[src/rtl/instruction_pkg.sv]
// instruction_pkg: shared RISC-V instruction word and opcode types, plus the
// immediate format tags used by the decode stage.
`default_nettype none

package instruction_pkg;

    typedef enum logic [6:0] {
        UlaIType   = 7'b0010011,
        UlaIWType  = 7'b0011011,
        LoadType   = 7'b0000011,
        Jalr       = 7'b1100111,
        Fence      = 7'b0001111,
        SystemType = 7'b1110011,
        SType      = 7'b0100011,
        BType      = 7'b1100011,
        Lui        = 7'b0110111,
        Auipc      = 7'b0010111,
        Jal        = 7'b1101111,
        UlaRType   = 7'b0110011,
        UlaRWType  = 7'b0111011
    } opcode_t;

    typedef struct packed {
        logic [24:0] payload;
        opcode_t     opcode;
    } instruction_t;

    typedef enum logic [2:0] {
        FMT_NONE = 3'd0,
        FMT_I    = 3'd1,
        FMT_S    = 3'd2,
        FMT_B    = 3'd3,
        FMT_U    = 3'd4,
        FMT_J    = 3'd5
    } imm_format_t;

endpackage

`default_nettype wire

[src/rtl/immediate_extender_if.sv]
// immediate_extender_if: instruction in, extended immediate (combinational
// and registered) out.
`default_nettype none

interface immediate_extender_if
    import instruction_pkg::*;
#(
    parameter int N = 64
);
    instruction_t   instruction;
    logic           enable;
    logic [N-1:0]   immediate;
    logic           has_immediate;
    logic [N-1:0]   immediate_reg;

    modport master (
        output instruction,
        output enable,
        input  immediate,
        input  has_immediate,
        input  immediate_reg
    );

    modport slave (
        input  instruction,
        input  enable,
        output immediate,
        output has_immediate,
        output immediate_reg
    );
endinterface

`default_nettype wire

[src/rtl/immediate_extender_imm_format_decoder.sv]
// imm_format_decoder: maps an opcode to its immediate format and flags whether
// the instruction carries an immediate at all.
`default_nettype none

module imm_format_decoder
    import instruction_pkg::*;
(
    input  opcode_t     opcode,
    output imm_format_t format,
    output logic        has_immediate
);

    always_comb begin
        format = FMT_NONE;
        unique case (opcode)
            UlaIType, UlaIWType, LoadType,
            Jalr, Fence, SystemType:        format = FMT_I;
            SType:                          format = FMT_S;
            BType:                          format = FMT_B;
            Lui, Auipc:                     format = FMT_U;
            Jal:                            format = FMT_J;
            UlaRType, UlaRWType:            format = FMT_NONE;
            default:                        format = FMT_NONE;
        endcase
    end

    assign has_immediate = (format != FMT_NONE);

endmodule

`default_nettype wire

[src/rtl/immediate_extender.sv]
// immediate_extender: extracts and sign-extends the RISC-V immediate to N bits,
// combinationally and through an enable-loaded register.
`default_nettype none

module immediate_extender
    import instruction_pkg::*;
#(
    parameter int N = 64
)(
    input  wire logic          clock,
    input  wire logic          reset,
    immediate_extender_if.slave bus
);

    logic [31:0]  word;
    imm_format_t  format;
    logic         flag;
    logic [31:0]  imm32;
    logic [N-1:0] imm_full;
    logic [N-1:0] held_immediate;

    assign word = bus.instruction;

    imm_format_decoder u_format_decoder (
        .opcode        (bus.instruction.opcode),
        .format        (format),
        .has_immediate (flag)
    );

    // Every format's sign bit is word[31], so a 32-bit intermediate is enough
    // before widening to N.
    always_comb begin
        imm32 = 32'd0;
        case (format)
            FMT_I:   imm32 = {{20{word[31]}}, word[31:20]};
            FMT_S:   imm32 = {{20{word[31]}}, word[31:25], word[11:7]};
            FMT_B:   imm32 = {{19{word[31]}}, word[31], word[7], word[30:25],
                              word[11:8], 1'b0};
            FMT_U:   imm32 = {word[31:12], 12'd0};
            FMT_J:   imm32 = {{11{word[31]}}, word[31], word[19:12], word[20],
                              word[30:21], 1'b0};
            default: imm32 = 32'd0;
        endcase
    end

    generate
        if (N > 32) begin : g_wide
            assign imm_full = {{(N-32){imm32[31]}}, imm32};
        end else begin : g_narrow
            assign imm_full = imm32[N-1:0];
        end
    endgenerate

    always_ff @(posedge clock) begin
        if (!reset) begin
            held_immediate <= '0;
        end else if (bus.enable) begin
            held_immediate <= imm_full;
        end
    end

    assign bus.immediate     = imm_full;
    assign bus.has_immediate = flag;
    assign bus.immediate_reg = held_immediate;

endmodule

`default_nettype wire

[src/flat_wrapper.sv]
// flat-port wrapper written by rule: the top's interface ports become plain ports
module immediate_extender_flat import instruction_pkg::*;
#(
    parameter int N = 64
)
  (clock, reset, bus_instruction, bus_enable, bus_immediate, bus_has_immediate, bus_immediate_reg);
  immediate_extender_if #(.N(N)) bus_i ();
  input  wire logic clock;
  input  wire logic reset;
  input wire logic [$bits(bus_i.instruction)-1:0] bus_instruction;
  input wire logic [$bits(bus_i.enable)-1:0] bus_enable;
  output wire logic [$bits(bus_i.immediate)-1:0] bus_immediate;
  output wire logic [$bits(bus_i.has_immediate)-1:0] bus_has_immediate;
  output wire logic [$bits(bus_i.immediate_reg)-1:0] bus_immediate_reg;
  assign bus_i.instruction = bus_instruction;
  assign bus_i.enable = bus_enable;
  assign bus_immediate = bus_i.immediate;
  assign bus_has_immediate = bus_i.has_immediate;
  assign bus_immediate_reg = bus_i.immediate_reg;
  immediate_extender #(.N(N)) u_core (.clock(clock), .reset(reset), .bus(bus_i));
endmodule
[config.mk]
export PLATFORM = sky130hd
export DESIGN_NAME = immediate_extender_flat
export DESIGN_NICKNAME = d
export VERILOG_FILES = /design/src/rtl/instruction_pkg.sv /design/src/rtl/immediate_extender_if.sv /design/src/rtl/immediate_extender_imm_format_decoder.sv /design/src/rtl/immediate_extender.sv /design/src/flat_wrapper.sv
export SDC_FILE = /design/constraint.sdc
export NUM_CORES = 1
export LEC_CHECK = 0
export BUFFER_PORTS_ARGS = -buffer_cell sky130_fd_sc_hd__buf_2
export CAP_MARGIN = 5
export CORE_ASPECT_RATIO = 0.9
export CORE_MARGIN = 8
export CORE_UTILIZATION = 44
export CTS_CLUSTER_SIZE = 25
export DETAILED_ROUTE_END_ITERATION = 6
export PLACE_DENSITY = 0.91
export SYNTH_ARGS = -nofsm -noshare
export SYNTH_HDL_FRONTEND = slang
export SYNTH_SLANG_ARGS = --single-unit
[constraint.sdc]
create_clock -name clock -period 4.9 [get_ports clock]
set_clock_uncertainty 0.2 [all_clocks]
set_input_delay 0.245 -clock clock [delete_from_list [all_inputs] [get_ports clock]]
set_output_delay 0.245 -clock clock [all_outputs]
set_load 0.005 [all_outputs]
* Word level (Yosys, flattened, before mapping)
Index checks and enable logic that the tools add are counted.
** Word-level totals
- Flip-flop bits (word level) :: 32
- Word-level logic and storage cells :: 22
** Operators by class
- Eq/ne operators :: 16
- Mux-type cells :: 2
- Reductions and logical operators :: 3
** Operator list (count)
- 32-bit one-hot mux with 5 select lines :: 1
- 7-bit equality test (second input constant) :: 4
- 7-bit by 5-bit equality test with 1-bit output (second input constant) :: 3
- 3-bit one-hot mux with 5 select lines :: 1
- 7-bit by 6-bit equality test with 1-bit output (second input constant) :: 2
- 7-bit by 2-bit equality test with 1-bit output (second input constant) :: 1
- 7-bit by 4-bit equality test with 1-bit output (second input constant) :: 1
- 3-bit by 2-bit equality test with 1-bit output (second input constant) :: 2
- 3-bit equality test (second input constant) :: 2
- 6-bit OR reduction :: 1
- 3-bit by 1-bit equality test with 1-bit output (second input constant) :: 1
- 3-bit nonzero test :: 1
- 2-bit OR reduction :: 1

* Depth between registers and ports, before layout
Gate-level depths: netlist of the first run.
- Depth in word-level cells :: 5
- Mapped depth :: 7

* Hierarchy
A second synthesis of the first run with hierarchy kept.
** Second synthesis, totals
- Cell total of the unflattened synthesis :: 284
- Area, all modules :: 2189.6 um^2
** Modules (own cells, without submodules)
- immediate_extender :: instances 1, cells an instance 259, area an instance 2033.2 um^2
- imm_format_decoder :: instances 1, cells an instance 25, area an instance 156.4 um^2

* Worst setup path after synthesis of the first run
Ideal clock, no wire load.
- Path type :: input -> output
- From :: input bus_instruction[4]
- To :: output bus_immediate[32]
- Arrival time :: 2.354 ns
- Path slack :: 2.101 ns
- Stages on the path :: 5
- Path through :: buf_4 > nor4_2 > nor4_1 > nor2b_1 > buf_4
** Between the ends
- Longest elaborated chain between the ends :: 5
- Elaborated cells on any way between the ends :: 20
- Classes of those cells :: eq/ne: 16; mux: 2; reduce/logical: 2
** Ends and longest elaborated chain
- start, declared :: RTL line flat_wrapper.sv:10 : input wire logic [$bits(bus_i.instruction)-1:0] bus_instruction;
- 7-bit by 5-bit equality test with 1-bit output (tied with other cells) :: RTL line immediate_extender_imm_format_decoder.sv:15 : unique case (opcode)
- 6-bit OR reduction or 2-bit OR reduction (tied branches) :: RTL line immediate_extender_imm_format_decoder.sv:15
- 3-bit one-hot mux with 5 select lines * :: RTL line immediate_extender_imm_format_decoder.sv:15
- 3-bit equality test (tied with other cells) :: RTL line immediate_extender.sv:34 : case (format)
- 32-bit one-hot mux with 5 select lines * :: RTL line immediate_extender.sv:34
- end, declared :: RTL line flat_wrapper.sv:12 : output wire logic [$bits(bus_i.immediate)-1:0] bus_immediate;
Every way passes the cells marked *; elsewhere a longest branch is shown, timed or not.

* Final worst setup path of the first run
- From :: input bus_instruction[2]
- To :: output bus_immediate[22]
The elaborated chain is that of the path after synthesis.

==> results of run 1 <==
## metal layers
layer	global-route usage, %	vias to the layer above	routed length (um)
met5	0	-	0
met4	5.56	0	100
li1	-	1104	-
met2	30.4	114	3360
met1	15.3	999	2390
met3	7.13	8	797
## worst paths after layout
kind | start | slack, ns | end | depth (start not counted)
hold reg to reg | u_core.bus.immediate_reg[9] | 0.28 | u_core.bus.immediate_reg[9] | 2
setup reg to reg | u_core.bus.immediate_reg[31] | 3.60 | u_core.bus.immediate_reg[31] | 2
setup / recovery | bus_instruction[2] | 2.34 | bus_immediate[22] | 6
hold / removal | bus_instruction[15] | 0.05 | u_core.bus.immediate_reg[15] | 3
## power groups by stage
stage	Clock [mW]	Sequential [mW]	Combinational, mW
3_3_place_gp	0	0.282	0.112
2_1_floorplan	0	0.284	0.0745
4_1_cts	0.212	0.277	0.115
6_report	0.205	0.277	0.113
3_5_place_dp	0	0.283	0.114
5_1_grt	0.225	0.279	0.127
## worst min-delay path: cells and delay by family
kind / cells / cell delay [ns]
AND/OR/NAND/NOR: 1 / 0.06
AO/OA/AOI/OAI: 1 / 0.07
buffers and inverters: 1 / 0.09
## final cells by class
type	count	area, um2
multi-input cells	169	1020
repair buffers	164	823
flip-flops and latches	32	641
well taps	67	83.8
clock buffers	8	90.1
fillers	508	2460
inverters	4	15.0
## per-stage QoR
stage	instances	power, mW	hold WS (ns)
6_report	444	0.595	0.0491
5_1_grt	444	0.630	0.0580
4_1_cts	444	0.604	0.0407
3_5_place_dp	436	0.397	0.264
3_3_place_gp	436	0.394	0.265
2_1_floorplan	291	0.359	0.211
## Yosys cell counts
cell type / instances
and2_1: 9
o21ai_0: 32
nor2_1: 4
o32ai_1: 1
inv_1: 4
nand3b_1: 8
nor2b_1: 2
xor2_1: 1
clkbuf_1: 12
nor4b_4: 2
o21ba_4: 1
a21oi_1: 5
xnor2_1: 1
buf_2: 3
a21o_1: 1
nand2b_1: 6
dfxtp_1: 32
nor3_1: 3
or2_2: 1
nand3_1: 8
nand2b_4: 1
o21bai_2: 1
a31oi_1: 21
nor4_1: 1
nor4_2: 1
o21ai_4: 1
buf_4: 68
nor4b_2: 1
buf_6: 3
a32oi_1: 5
nor4_4: 1
o22ai_1: 2
a31oi_2: 2
nand2_1: 45
and3_1: 2
## cell usage in the layout (no fill, tap or decap), types with 2 or more instances in the layout
master    netlist  final
buf_2           3    163
nand2_1        45     45
o21ai_0        32     32
dfxtp_1        32     32
a31oi_1        21     21
and2_1          9      9
nand3_1         8      8
nand3b_1        8      8
nand2b_1        6      6
clkbuf_8        0      6
a32oi_1         5      5
a21oi_1         5      5
nor2_1          4      4
inv_1           4      4
nor3_1          3      3
nor2b_1         2      2
nor4b_4         2      2
and3_1          2      2
o22ai_1         2      2
a31oi_2         2      2
clkbuf_1       12      2
## kinds of logic (layout without fill, tap and decap cells)
logic type,count (synthesis),in the layout,share of synthesized area [%]
compound gates,72,72,20.1
buf+inv,90,176,27.2
flops,32,32,28.1
simple gates,95,95,23.7
xor+xnor,2,2,0.770
==> impl_metrics.tcl, run 1 <==
set metrics [dict create \
    avgSynthCellArea_um2 7.82 \
    min_period_ns 2.56 \
    n_antenna_cell 0 \
    yosysTopAreaCell "dfxtp_1" \
    fmax_mhz 391 \
    drtIter0Drc 96 \
    power.internal_mw 0.436 \
    crit_path_max_fanout 14 \
    p_sw_mw 0.159 \
    fin_ws_ns 2.34 \
    drc 0 \
    slew_headroom_pct 14.2 \
    p_leak_nw 1.59 \
    post_cts_buffers 0 \
    cp_data_required_time_ns 4.45 \
    postSynthCellCount 291 \
    final_layout_size_suffix_gt1_share_pct 48.3 \
    cts_hold_buf 0 \
    ys_warn_count 0 \
    fin_crit_sh_pct 52.2 \
    largest_reg_flops 32 \
    fin_nets 411 \
    core_mm2 0.00513 \
    path_buf_inv 2 \
    grt_overflow 0 \
    drv_cap 0 \
    p_clk_share_pct 34.4 \
    htreeDepth 2 \
    dp_slack_ns 2.38 \
    synthDistinctLibCells 35 \
    cts_resized 0 \
    antenna_found_initial 0 \
    crit_slowest_cell "nor3_1" \
    post-route-util_pct 52.0 \
    vias 2225 \
    yosysTopAreaCellShare_pct 28.1 \
    grt_use_total_pct 16.2 \
    p_sw_share_pct 26.8 \
    rows 25 \
    path_clk_slew_ns 0.06 \
    synth_seq_area_share_pct 28.1 \
    start_util_pct 44.4 \
    ys_ff_latch 32 \
    setup.worst_path.class "input pin to primary output" \
    p_per_area_mw_per_mm2 223 \
    vias_per_cell 5.01 \
    irDropWorstVdd_uv 227 \
    startpoint_type "input pin" \
    portBuffers 163 \
    cts_num_sinks 32 \
    fp.dieW_um 91.8 \
    critPathArrivalTime_ns 2.11 \
    synth_area_leaders "dfxtp_1 28%, buf_4 22%, nand2_1 7.4%, o21ai_0 7.0%, a31oi_1 5.8%" \
    finalInstanceArea_mm2 0.00267 \
    root_buffer "clkbuf_8" \
    worst_slew_pin_slew_ns 1.28 \
    clockBufferDepth 2 \
    routabilityCongestion 0.798 \
    cts_tree "built" \
    postRouteAntennaNets 0 \
    syn_area_mm2 0.00228 \
    routedWlPerCell_um 15.0 \
    path_delay_family "simple AND/OR/NAND/NOR gates" \
    num_io_pins 164 \
    setup.worst_path.end_class "primary output" \
    worstHoldPathType "input pin to flop" \
    die_h_um 84.2 \
    power_frac_seq_pct 46.6 \
    final-setup-viol-count 0 \
    area_delta_synth_final_pct 17.3 \
    dp_hpwl_um 5300 \
    drtPass1Iterations 4 \
    cp_slowest_stage_delay_ns 0.98 \
    finalMaxSlewViolations 0 \
    rsz0062_at_grt "false" \
    timing.setup.tns_ns 0 \
    p_comb_share_pct 19.0 \
    clk_latency_ns 0.27 \
    grt_max_degree 65 \
    status "finished clean" \
    grt_pass1_wl_um 10600 \
    cp_cell_sequence "buf_2, nand2b_1, nor3_1, nand2_1, nand2_1, buf_2" \
    routed_wl_um 6650 \
    grt_pass1_vias 2211 \
    finalHoldViolations 0 \
    cts_inserted_buffers 5 \
    dieArea_mm2 0.00773 \
    place_area_mm2 0.00258 \
    synth_nets 326 \
]
No activity file was read; power rests on OpenSTA's default activity.
==> inputs of run 2 (changes only) <==
- ABC_AREA: default -> 1
- CORE_UTILIZATION: 44 -> 41
- PLACE_DENSITY: 0.91 -> 0.83
- clock period: 4.9 -> 2.3 ns (I/O delays scaled with it)
==> run 2 against run 1 <==
  * Die area increased by 30%
  * Clock-buffer cell count down 2
  * Critical path depth is 3 higher
  * Register-to-register slack got worse by 2.7 ns
  * Final cell count up 52%
  * Synthesized area is 28% higher
  * Worst hold slack worse by 0.034 ns
  * Routed wire length increased by 37%
==> impl_metrics.tcl, run 2 <==
set metrics [dict create \
    netlist_top_cells_count "113 x nand2_1, 91 x nor2_1, 69 x nand3_1" \
    clk_latency_ns 0.28 \
    worstHoldPathType "input pin to flop" \
    yosysTopAreaCellShare_pct 22.0 \
    grt_pass1_wl_um 14400 \
    r2r_start "u_core.bus.immediate_reg[31]" \
    dp_hpwl_um 7070 \
    min_period_ns 1.92 \
    grt_max_degree 35 \
    grt_use_total_pct 17.1 \
    final-setup-viol-count 0 \
    crit_path_end "bus_immediate[21]" \
    finalHoldViolations 0 \
    layout_common_cells "163 x buf_2, 113 x nand2_1, 91 x nor2_1" \
    place_area_mm2 0.00331 \
    reg2reg_depth 4 \
    finalInstanceArea_mm2 0.00344 \
    avgSynthCellArea_um2 5.97 \
    routedWlPerCell_um 13.4 \
    irDropWorstVdd_uv 257 \
    routabilityCongestion 0.880 \
    synthDistinctLibCells 19 \
    rows 29 \
    largest_reg_flops 32 \
    status "finished clean" \
    portBuffers 163 \
    setup.worst_path.end_class "primary output" \
    antenna_found_initial 0 \
    dieArea_mm2 0.0100 \
    cp-startpoint "bus_instruction[1]" \
    clockBufferDepth 2 \
    vias_per_cell 4.67 \
    cts_num_sinks 32 \
    fp.dieW_um 105 \
    num_io_pins 164 \
    drtPass1Iterations 5 \
    drtIter0Drc 244 \
    fillers 722 \
    fmax_mhz 521 \
    drc 0 \
    ys_async_sr_fraction_pct 0 \
    drv_cap 0 \
    cp_data_required_time_ns 1.99 \
    fin_nets 619 \
    postRouteAntennaNets 0 \
    grt_overflow 0 \
    final_layout_size_suffix_gt1_share_pct 37.0 \
    die_h_um 95.9 \
    ys_warn_count 0 \
    startpoint_type "input pin" \
    cts_tree "built" \
    syn_area_mm2 0.00291 \
    root_buffer "clkbuf_8" \
    timing.rr.end "u_core.bus.immediate_reg[31]" \
    critPathArrivalTime_ns 1.61 \
    cts_inserted_buffers 5 \
    post-route-util_pct 49.3 \
    worst_slew_pin_slew_ns 0.755 \
    rsz0062_at_grt "false" \
    postSynthCellCount 487 \
    setup.worst_path.class "input pin to primary output" \
    hold_start "bus_instruction[29]" \
    start_util_pct 41.7 \
    area_delta_synth_final_pct 18.2 \
    timing.setup.tns_ns 0 \
    routed_wl_um 9080 \
    post_cts_buffers 0 \
    ys_ff_latch 32 \
    crit_path_max_fanout 23 \
    p_leak_nw 2.48 \
    p_per_area_mw_per_mm2 401 \
    grt_pass1_vias 2998 \
    path_clk_slew_ns 0.07 \
    finalMaxSlewViolations 0 \
    r2r_slack_ns 0.94 \
    yosysTopAreaCell "dfxtp_1" \
    synth_edf_count 0 \
    slew_headroom_pct 49.6 \
    htreeDepth 2 \
    synth_seq_area_share_pct 22.0 \
    multiInputGateArea_mm2 0.00144 \
    yosysMostFrequentCell "nand2_1" \
    n_antenna_cell 0 \
    seq_area_um2 641 \
    ys.flop_type "dfxtp_1" \
    fin_crit_sh_pct 83.5 \
    vias 3162 \
    synth_area_leaders "dfxtp_1 22%, buf_4 17%, nand2_1 15%, nand3_1 12%, nor2_1 12%" \
    final_common_cell "buf_2" \
    synth_nets 522 \
    core_mm2 0.00697 \
]
-- run 2: cell count changes in the layout (fill, tap and decap cells not counted), moves of 8 or more --
cell | previous run | this run
nor2_1 | 4 | 91
nand2_1 | 45 | 113
nand3_1 | 8 | 69
inv_1 | 4 | 50
o21ai_0 | 32 | 6
a31oi_1 | 21 | 0
nor2_2 | 0 | 12
nand3_2 | 0 | 11
buf_4 | 1 | 11
and2_1 | 9 | 0
nand3b_1 | 8 | 0
-- run 2: layout make-up --
type,count,share of cell area [%]
clock inverters,1,0.146
repair buffers,180,28.2
clock buffers,6,2.11
inverters,52,5.68
well taps,93,3.39
flip-flops and latches,32,18.6
multi-input cells,313,41.8
-- run 2: metal layers --
layer / up-vias / routed length (um) / global-route usage [%] / part of all wire (%)
met5: - / 0 / 0 / 0
met4: 0 / 179 / 4.74 / 2.0
met3: 19 / 1220 / 7.83 / 13
met2: 182 / 4190 / 29.5 / 46
met1: 1353 / 3490 / 18.9 / 38
li1: 1608 / - / - / -
-- run 2: kinds of logic (layout without fill, tap and decap cells) --
logic type	count (synthesis)	count (layout)	synth area share (%)
buffers and inverters	142	239	28.5
and+or+nand+nor	306	306	48.1
DFF	32	32	22.0
AOI/OAI and AO/OA	7	7	1.33
-- run 2: what timing repair did --
action | in CTS | in global routing
endpoints found under the hold margin | 5 | 0
gates resized for setup | 0 | 0
hold buffers | 5 | 0
-- run 2: worst min path at each step --
stage | end | slack (ns) | cells past startpoint
floorplan | u_core.bus.immediate_reg[0] | 0.12 | 4
global placement | u_core.bus.immediate_reg[6] | 0.27 | 5
detailed placement | u_core.bus.immediate_reg[10] | 0.28 | 5
finish | u_core.bus.immediate_reg[9] | 0.01 | 5
global route | u_core.bus.immediate_reg[4] | 0.02 | 5
CTS | u_core.bus.immediate_reg[6] | 0.002 | 5
-- run 2: through the flow --
step | cells | total power, mW | worst slack [ns] | hold slack, ns
2_1_floorplan | 487 | 0.857 | 0.378 | 0.124
3_3_place_gp | 665 | 0.962 | 0.437 | 0.273
3_5_place_dp | 665 | 0.969 | 0.399 | 0.282
4_1_cts | 677 | 1.39 | 0.390 | 0.00160
5_1_grt | 677 | 1.46 | 0.203 | 0.0246
6_report | 677 | 1.38 | 0.380 | 0.0149
-- run 2: report_power, final --
part	internal, mW	switching [mW]
Clock	0.206	0.207
Sequential	0.585	0.0200
Combinational	0.152	0.207
Total	0.942	0.434
-- run 2: critical path, stage by stage --
cell and delay, ns:
buf_2 0.10, nand2_2 0.13, nor2_1 0.08, nand2_2 0.09, nand4_4 0.24, nand2_4 0.29, buf_4 0.29, nand2_1 0.10
buf_2 0.14
==> inputs of run 3 (changes only) <==
- clock period: 2.3 -> 1.75 ns (I/O delays scaled with it)
==> run 3 against run 2 <==
  * Routed wire length rose by 0.19%
  * Critical path type unchanged
  * Design area up 3.4%
  * Worst hold slack better by 0.019 ns
  * Largest cell class unchanged
  * Clock-buffer cell count rose by 1
  * Critical endpoint is now bus_immediate[6]
  * Utilization rose by 1.7 points
  * Flip-flop and latch count stayed put
  * Register-to-register slack lost 0.09 ns
  * Final cell count grew 1.2%
  * Critical path depth is 1 higher
==> impl_metrics.tcl, run 3 (synthesis results as in run 2) <==
set metrics [dict create \
    status "finished clean" \
    startpoint_type "input pin" \
    final-setup-viol-count 0 \
    grt_use_total_pct 17.3 \
    cts_inserted_buffers 5 \
    grt_max_degree 65 \
    p_sw_share_pct 30.1 \
    slew_headroom_pct 75.7 \
    power_frac_seq_pct 41.4 \
    root_buffer "clkbuf_8" \
    setup.worst_path.class "input pin to primary output" \
    min_period_ns 1.62 \
    vias_per_cell 4.68 \
    rows 29 \
    drtPass1Iterations 5 \
    vias 3204 \
    holdWs_ns 0.0340 \
    routed_wl_um 9090 \
    start_util_pct 41.7 \
    clockBufferDepth 2 \
    irDropWorstVdd_uv 374 \
    dp_slack_ns -0.0822 \
    routabilityCongestion 0.845 \
    r2r_start "u_core.bus.immediate_reg[6]" \
    path_clk_slew_ns 0.07 \
    crit_path_max_fanout 12 \
    num_io_pins 164 \
    fin_crit_sh_pct 92.3 \
    fillers 713 \
    routedWlPerCell_um 13.3 \
    layout_common_cells "163 x buf_2, 112 x nand2_1, 90 x nor2_1" \
    critPathArrivalTime_ns 1.33 \
    area_delta_synth_final_pct 22.1 \
    n_antenna_cell 0 \
    fin_ws_ns 0.135 \
    worst_slew_pin_slew_ns 0.364 \
    dieArea_mm2 0.0100 \
    fmax_mhz 619 \
    min_path_cells 7 \
    cts_num_sinks 32 \
    final_common_cell "buf_2" \
    p_leak_nw 2.53 \
    worstHoldPathType "input pin to flop" \
    dp_hpwl_um 7070 \
    drc 0 \
    rsz0062_at_grt "false" \
    fp.dieW_um 105 \
    post_cts_buffers 0 \
    cp_data_required_time_ns 1.46 \
    timing.rr.end "u_core.bus.immediate_reg[6]" \
    die_h_um 95.9 \
    timing.setup.tns_ns 0 \
    drtIter0Drc 214 \
    grt_pass1_vias 3092 \
    grt_pass1_wl_um 14500 \
    core_mm2 0.00697 \
    reg2reg_depth 4 \
    cp-startpoint "bus_instruction[3]" \
    postRouteAntennaNets 0 \
    finalHoldViolations 0 \
    portBuffers 163 \
    htreeDepth 2 \
    p_per_area_mw_per_mm2 536 \
    p_sw_mw 0.573 \
    clk_latency_ns 0.27 \
    r2r_slack_ns 0.85 \
    finalMaxSlewViolations 0 \
    fin_nets 627 \
    cts_tree "built" \
    drv_cap 0 \
    setup.worst_path.end_class "primary output" \
    grt_overflow 0 \
    final_layout_size_suffix_gt1_share_pct 37.2 \
    crit_path_end "bus_immediate[6]" \
    power.internal_mw 1.33 \
    p_comb_share_pct 25.8 \
    largest_reg_flops 32 \
    p_clk_share_pct 32.8 \
    antenna_found_initial 0 \
]
run 3: layout make-up:
cell class / instances / area, um2 / area share (%)
clock buffers: 7 / 96.3 / 2.71
inverters: 52 / 195 / 5.50
multi-input cells: 313 / 1450 / 40.9
flip-flops and latches: 32 / 641 / 18.0
well taps: 93 / 116 / 3.28
repair buffers: 188 / 1050 / 29.6
run 3: timing repair:
action / in CTS / in global routing
gates resized for setup: 1 / 3
pin swaps: 0 / 0
endpoints found under the hold margin: 11 / 0
hold buffers: 12 / 0
setup endpoints to repair: 33 / 34
run 3: critical path, cell delays in order:
cell	delay [ns]
buf_2	0.11
inv_2	0.06
nand2_1	0.08
nor2_4	0.22
nand2_1	0.14
nand4_4	0.13
buf_4	0.20
nand2_1	0.10
nand2_1	0.09
buf_2	0.11
run 3: worst min-delay path by stage:
stage                             start                           to  slack [ns]
global placement    bus_instruction[26]  u_core.bus.immediate_reg[6]        0.24
floorplan           bus_instruction[20]             bus_immediate[0]        0.08
global route        bus_instruction[10]  u_core.bus.immediate_reg[3]        0.08
detailed placement  bus_instruction[26]  u_core.bus.immediate_reg[6]        0.25
CTS                 bus_instruction[10]  u_core.bus.immediate_reg[3]        0.02
finish              bus_instruction[10]  u_core.bus.immediate_reg[3]        0.03
run 3: metrics by stage:
step	total power, mW	instance area (um2)	util (%)	cells
after floorplan	1.13	2910	-	487
final	1.90	3550	51.0	685
after global placement	1.26	3320	47.6	666
after detailed placement	1.27	3320	47.6	666
after CTS	1.93	3540	50.8	685
after global routing	2.03	3550	51.0	685
run 3: routing by layer:
layer | track usage (%) | wire [um] | vias to the layer above
met5 | 0 | 0 | -
met3 | 7.56 | 1110 | 18
li1 | - | - | 1621
met1 | 18.5 | 3540 | 1391
met4 | 6.41 | 159 | 0
met2 | 30.2 | 4280 | 174
run 3: power groups by stage:
stage / clock network, mW / logic, mW / registers [mW]
2_1_floorplan: 0 / 0.311 / 0.815
3_3_place_gp: 0 / 0.458 / 0.801
3_5_place_dp: 0 / 0.470 / 0.803
4_1_cts: 0.652 / 0.493 / 0.787
5_1_grt: 0.681 / 0.552 / 0.792
6_report: 0.625 / 0.490 / 0.787
